**config.mk**
```make
export PLATFORM = sky130hd
export DESIGN_NAME = wb_arbiter
export DESIGN_NICKNAME = d
export VERILOG_FILES = /design/src/rtl/wb_arbiter.sv
export SDC_FILE = /design/constraint.sdc
export NUM_CORES = 1
export LEC_CHECK = 0
export BUFFER_PORTS_ARGS = -buffer_cell sky130_fd_sc_hd__buf_4
export CAP_MARGIN = 20
export CORE_ASPECT_RATIO = 1.75
export CORE_UTILIZATION = 55
export CTS_BUF_LIST = sky130_fd_sc_hd__clkbuf_4
export DETAILED_ROUTE_END_ITERATION = 10
export GPL_TIMING_DRIVEN = 0
export PLACE_DENSITY = 0.78
export SLEW_MARGIN = 15
export SYNTH_ARGS = -nofsm -noshare
export SYNTH_HDL_FRONTEND = slang
export SYNTH_SLANG_ARGS = --single-unit
export TNS_END_PERCENT = 5
```
**constraint.sdc**
```tcl
create_clock -name clk -period 6.49 [get_ports clk]
set_clock_uncertainty 0.15 [all_clocks]
set_input_delay 0.649 -clock clk [delete_from_list [all_inputs] [get_ports clk]]
set_output_delay 0.649 -clock clk [all_outputs]
set_load 0.1 [all_outputs]
```
**src/rtl/wb_arbiter.sv**
```systemverilog
`default_nettype none
// ============================================================================
// Module   : wb_arbiter
// Purpose  : Writeback arbiter that merges bypassed ALU results and FIFO-buffered
//            memory/FPU results onto the register file's single write port.
// Options  : WB_X0_SUPPRESS_EN - a winning result targeting x0 completes its
//            handshake but never raises rf_write_enable.
// Revision : 1.0 - initial release
// ============================================================================
module wb_arbiter #(
  parameter int DATA_W     = 64,
  parameter int ADDR_W     = 6,
  parameter int FIFO_DEPTH = 4,
  parameter int STARVE_LIM = 3
) (
  input  logic                          clk,
  input  logic                          rst,
  input  logic                          alu_valid,
  output logic                          alu_ready,
  input  logic [ADDR_W-1:0]             alu_addr,
  input  logic [DATA_W-1:0]             alu_data,
  input  logic                          mem_valid,
  output logic                          mem_ready,
  input  logic [ADDR_W-1:0]             mem_addr,
  input  logic [DATA_W-1:0]             mem_data,
  output logic                          rf_write_enable,
  output logic [ADDR_W-1:0]             rf_write_addr,
  output logic [DATA_W-1:0]             rf_write_data,
  output logic [$clog2(FIFO_DEPTH):0]   fifo_count
);

  localparam int PTR_W = $clog2(FIFO_DEPTH);
  localparam int CNT_W = PTR_W + 1;
  localparam int STV_W = $clog2(STARVE_LIM + 1);
  localparam logic [CNT_W-1:0] CNT_FULL = CNT_W'(FIFO_DEPTH);
  localparam logic [STV_W-1:0] STV_MAX  = STV_W'(STARVE_LIM);

`ifdef WB_X0_SUPPRESS_EN
  localparam bit X0_SUPPRESS = 1'b1;
`else
  localparam bit X0_SUPPRESS = 1'b0;
`endif

  logic [ADDR_W-1:0] fifo_addr [FIFO_DEPTH];
  logic [DATA_W-1:0] fifo_data [FIFO_DEPTH];
  logic [PTR_W-1:0]  wr_ptr;
  logic [PTR_W-1:0]  rd_ptr;
  logic [CNT_W-1:0]  count;
  logic [STV_W-1:0]  starve;

  logic              fifo_empty;
  logic              fifo_full;
  logic              fifo_win;
  logic              alu_win;
  logic              push;
  logic              pop;
  logic              write_next;
  logic [ADDR_W-1:0] win_addr;
  logic [DATA_W-1:0] win_data;

  // mem_ready is derived from the registered count only, so a pop in the
  // same cycle can never open the FIFO to a push.
  assign mem_ready  = (count != CNT_FULL);
  assign fifo_count = count;
  assign alu_ready  = alu_win;

  always_comb begin
    fifo_empty = (count == '0);
    fifo_full  = (count == CNT_FULL);
    fifo_win   = !fifo_empty && (fifo_full || !alu_valid || (starve >= STV_MAX));
    alu_win    = alu_valid && !fifo_win && !rst;
    push       = mem_valid && mem_ready;
    pop        = fifo_win;
    win_addr   = fifo_win ? fifo_addr[rd_ptr] : alu_addr;
    win_data   = fifo_win ? fifo_data[rd_ptr] : alu_data;
    write_next = (fifo_win || alu_win) && !(X0_SUPPRESS && (win_addr == '0));
  end

  // Storage is not reset; only the pointers and count define what is valid.
  always_ff @(posedge clk) begin
    if (!rst && push) begin
      fifo_addr[wr_ptr] <= mem_addr;
      fifo_data[wr_ptr] <= mem_data;
    end
  end

  always_ff @(posedge clk) begin
    if (rst) begin
      wr_ptr <= '0;
      rd_ptr <= '0;
      count  <= '0;
      starve <= '0;
    end else begin
      if (push) wr_ptr <= wr_ptr + PTR_W'(1);
      if (pop)  rd_ptr <= rd_ptr + PTR_W'(1);
      case ({push, pop})
        2'b10:   count <= count + CNT_W'(1);
        2'b01:   count <= count - CNT_W'(1);
        default: count <= count;
      endcase
      if (fifo_empty || pop)
        starve <= '0;
      else if (alu_win && (starve < STV_MAX))
        starve <= starve + STV_W'(1);
    end
  end

  always_ff @(posedge clk) begin
    if (rst) begin
      rf_write_enable <= 1'b0;
      rf_write_addr   <= '0;
      rf_write_data   <= '0;
    end else begin
      rf_write_enable <= write_next;
      if (fifo_win || alu_win) begin
        rf_write_addr <= win_addr;
        rf_write_data <= win_data;
      end
    end
  end

endmodule
`default_nettype wire

```
==> impl_metrics.toml <==
[cells_and_area]
nNetsFinal = 1265
final_layout_size_suffix_gt1_share_pct = 39.56
nFillCells = 1609
syn_to_final_growth_pct = 28.46
fin_area_um2 = 17590

[sta]
slew_viol_final = 0
max-slew-margin-rel_pct = 56.41
fin_setup_tns_ps = 0
fmax_mhz = 268.4
worst_pin_slew_ps = 641.2
finalHoldViolCount = 0
rsz0062_at_grt = "false"
setup_viol = 0
fin_crit_ps = 3726
finalCritPeriodShare_pct = 57.40

[die]
coreArea_um2 = 24530
die_y_um = 210.7
die_w_um = 121.3
row_count = 76
die-area_um2 = 25550
start_util_pct = 55.80
io-pin-count = 220

[placement]
portBuffers = 217
place_congestion = 0.7786
place_hpwl_mm = 18.59
post_dp_cell_area_um2 = 15830

[setup_path]
worst_setup_path_start_kind = "register"
path_class = "register to output port"
crit_chain = "ha_1 -> nand2b_1 -> mux2i_2 -> buf_2 -> inv_2 -> nor2_1 -> buf_4"
cp.required_ps = 5690
cp_max_fo = 10
worst_path_largest_cell_delay_ps = 540
setup.worst_path.end_class = "output port"
critPathSlowestCell = "mux2i_2"
arrival_ps = 2930

[yosys]
synth-edff-count = 280
syn_area_per_cell_um2 = 18.50
synth_mux_area_share_pct = 16.73
synthDistinctLibCells = 28
synthXorXnorAreaFrac_pct = 0.2559
synth.yosys.warnings = 0
yosysSeqAreaShare_pct = 73.41
ys_seq_elements = 362
synthCells = 740
syn-num-nets = 891
synth_flop_cell = "edfxtp_1"
synth_top_family_by_area = "multiplexers"
synth_simple_gate_area_share_pct = 2.870
synth-compound-area-share_pct = 4.058
netlist_area_um2 = 13690
synth-adder-area-share_pct = 0.6946
async_flop_share_pct = 0

[routing]
drt-vias-per-instance = 5.451
dr.pass1.iters = 8
vias = 8139
drt_wl_total_mm = 29.51
post_drt_wl_per_cell_um = 19.77
ant_nets = 0
drcViolationCount = 1
drt_iter0_drc = 436

[power]
power.switching_w = 0.002989
p_leak_nw = 6.559
p_int_w = 0.004475
power_density_nw_per_um2 = 424.4
ir_worst_vdd_v = 0.0003337
comb_power_share_pct = 37.3
switching_share_pct = 40.04
seqPwrFrac_pct = 39.1
p_clk_share_pct = 23.7

[global_route]
overflow = 0
grt_start_max_net_pins = 46
globalRouteTotalUtil_pct = 24.09
grt_pass1_wl_mm = 45.78
grt_pass1_vias = 8859
antenna_found_initial = 3

[cts]
cts_resized = 0
htree_levels = 3
cts.reportedPaths.clkPinSlew_ps = 70
clk_latency_ps = 710
cts_tree = "built"
cts_setup_buffers = 0
root_buffer = "clkbuf_4"
cts_buffers = 81
clockBufferDepth = 3
cts_sinks = 362
cts-hold-fix-buffers = 70

[run]
max-cap-violations = 0

[status]
violations = "design-rule violations"
outcome = "finished, violations left"

[worst_hold_path]
min_path_type = "primary input to register"
-- registers in the layout (all words and copies together), names as in the netlist, named ones only --
name / cells
starve: 2
fifo_addr: 24
wr_ptr: 2
fifo_count: 3
rf_write_addr: 6
rd_ptr: 2
fifo_data: 256
rf_write_data: 64
rf_write_enable: 1
-- cell usage after synthesis, types with 4 or more instances --
cell type / count / area share (%)
a211oi_1: 70 / 3.8
mux2i_1: 70 / 5.1
and2_1: 4 / 0.18
clkbuf_1: 9 / 0.25
buf_2: 31 / 1.1
a21oi_1: 4 / 0.15
buf_4: 7 / 0.38
dfxtp_1: 82 / 12
nor2_1: 80 / 2.2
mux4_2: 70 / 12
edfxtp_1: 280 / 61
ha_1: 6 / 0.55
inv_1: 6 / 0.16
-- layout by cell type (no fill, tap or decap), drive strengths merged, types with 6 or more instances in the layout --
| master | instances |
|---|---|
| inv | 9 |
| clkbuf | 134 |
| ha | 6 |
| mux2i | 71 |
| dfxtp | 82 |
| edfxtp | 280 |
| a211oi | 70 |
| clkinv | 19 |
| dlygate4sd3 | 70 |
| nor2 | 81 |
| mux4 | 70 |
| buf | 260 |
-- per-layer routing --
metal | vias up | global-route usage, % | wire length (um)
met5 | - | 0 | 0
met4 | 0 | 12.69 | 980
met1 | 4037 | 27.01 | 10760
li1 | 3747 | - | -
met2 | 280 | 42.80 | 16240
met3 | 75 | 4.833 | 1535
-- cell families after synthesis --
| group | Yosys count |
|---|---|
| adders and majority gates | 7 |
| and+or+nand+nor | 95 |
| buffers and inverters | 55 |
| DFF | 362 |
| xor gates and xnor gates | 4 |
| muxes | 141 |
| AOI/OAI and AO/OA | 76 |
-- metrics by stage --
stage | utilization [%] | hold slack (ps) | instances | worst slack [ps] | power [W]
6_report | 71.69 | 80.01 | 1493 | 2764 | 0.007464
2_1_floorplan | - | 257.2 | 740 | 2178 | 0.005045
5_1_grt | 71.69 | 51.57 | 1493 | 2573 | 0.007782
4_1_cts | 71.65 | 18.73 | 1490 | 2629 | 0.007533
3_5_place_dp | 64.52 | 271.1 | 1273 | 2987 | 0.005724
3_3_place_gp | 64.04 | 265.3 | 1269 | 1226 | 0.005690
-- cell type report --
class	instances	area [um2]	area share [%]
Sequential cell	362	10050	57.14
Multi-Input combinational cell	323	3379	19.22
Timing Repair Buffer	291	2440	13.87
Clock buffer	125	938.4	5.336
Tap cell	312	390.4	2.220
Buffer	48	245.2	1.394
Clock inverter	22	110.1	0.6261
Inverter	7	26.28	0.1494
Antenna cell	3	7.507	0.04269
-- power groups by stage --
stage | Combinational [W] | Sequential, W | Clock [W]
final | 0.00278 | 0.00292 | 0.00177
after floorplan | 0.000865 | 0.00418 | 0
after CTS | 0.00280 | 0.00292 | 0.00181
after detailed placement | 0.00276 | 0.00296 | 0
after global routing | 0.00292 | 0.00294 | 0.00192
after global placement | 0.00272 | 0.00297 | 0
-- path summary, 6_finish.rpt --
| path | startpoint | end | slack, ps | cells past startpoint |
|---|---|---|---|---|
| worst max-delay path | starve[0]$_SDFFE_PP0P_ | alu_ready | 2760 | 7 |
| worst min-delay path | mem_valid | wr_ptr[1]$_SDFFE_PP0P_ | 80 | 3 |
| worst max register to register | starve[0]$_SDFFE_PP0P_ | fifo_count[2]$_SDFFE_PP0P_ | 3530 | 11 |
| worst min register to register | starve[0]$_SDFFE_PP0P_ | starve[0]$_SDFFE_PP0P_ | 290 | 1 |
-- critical path, delay by kind of cell (launching register included) --
| kind | cells | cell delay [ps] |
|---|---|---|
| adder cells (fa/ha/maj) | 1 | 220 |
| buffers and inverters | 3 | 850 |
| flip-flops | 1 | 320 |
| multiplexers | 1 | 540 |
| AND/OR/NAND/NOR | 2 | 310 |
Note: power is estimated with default switching activity, not from simulation.
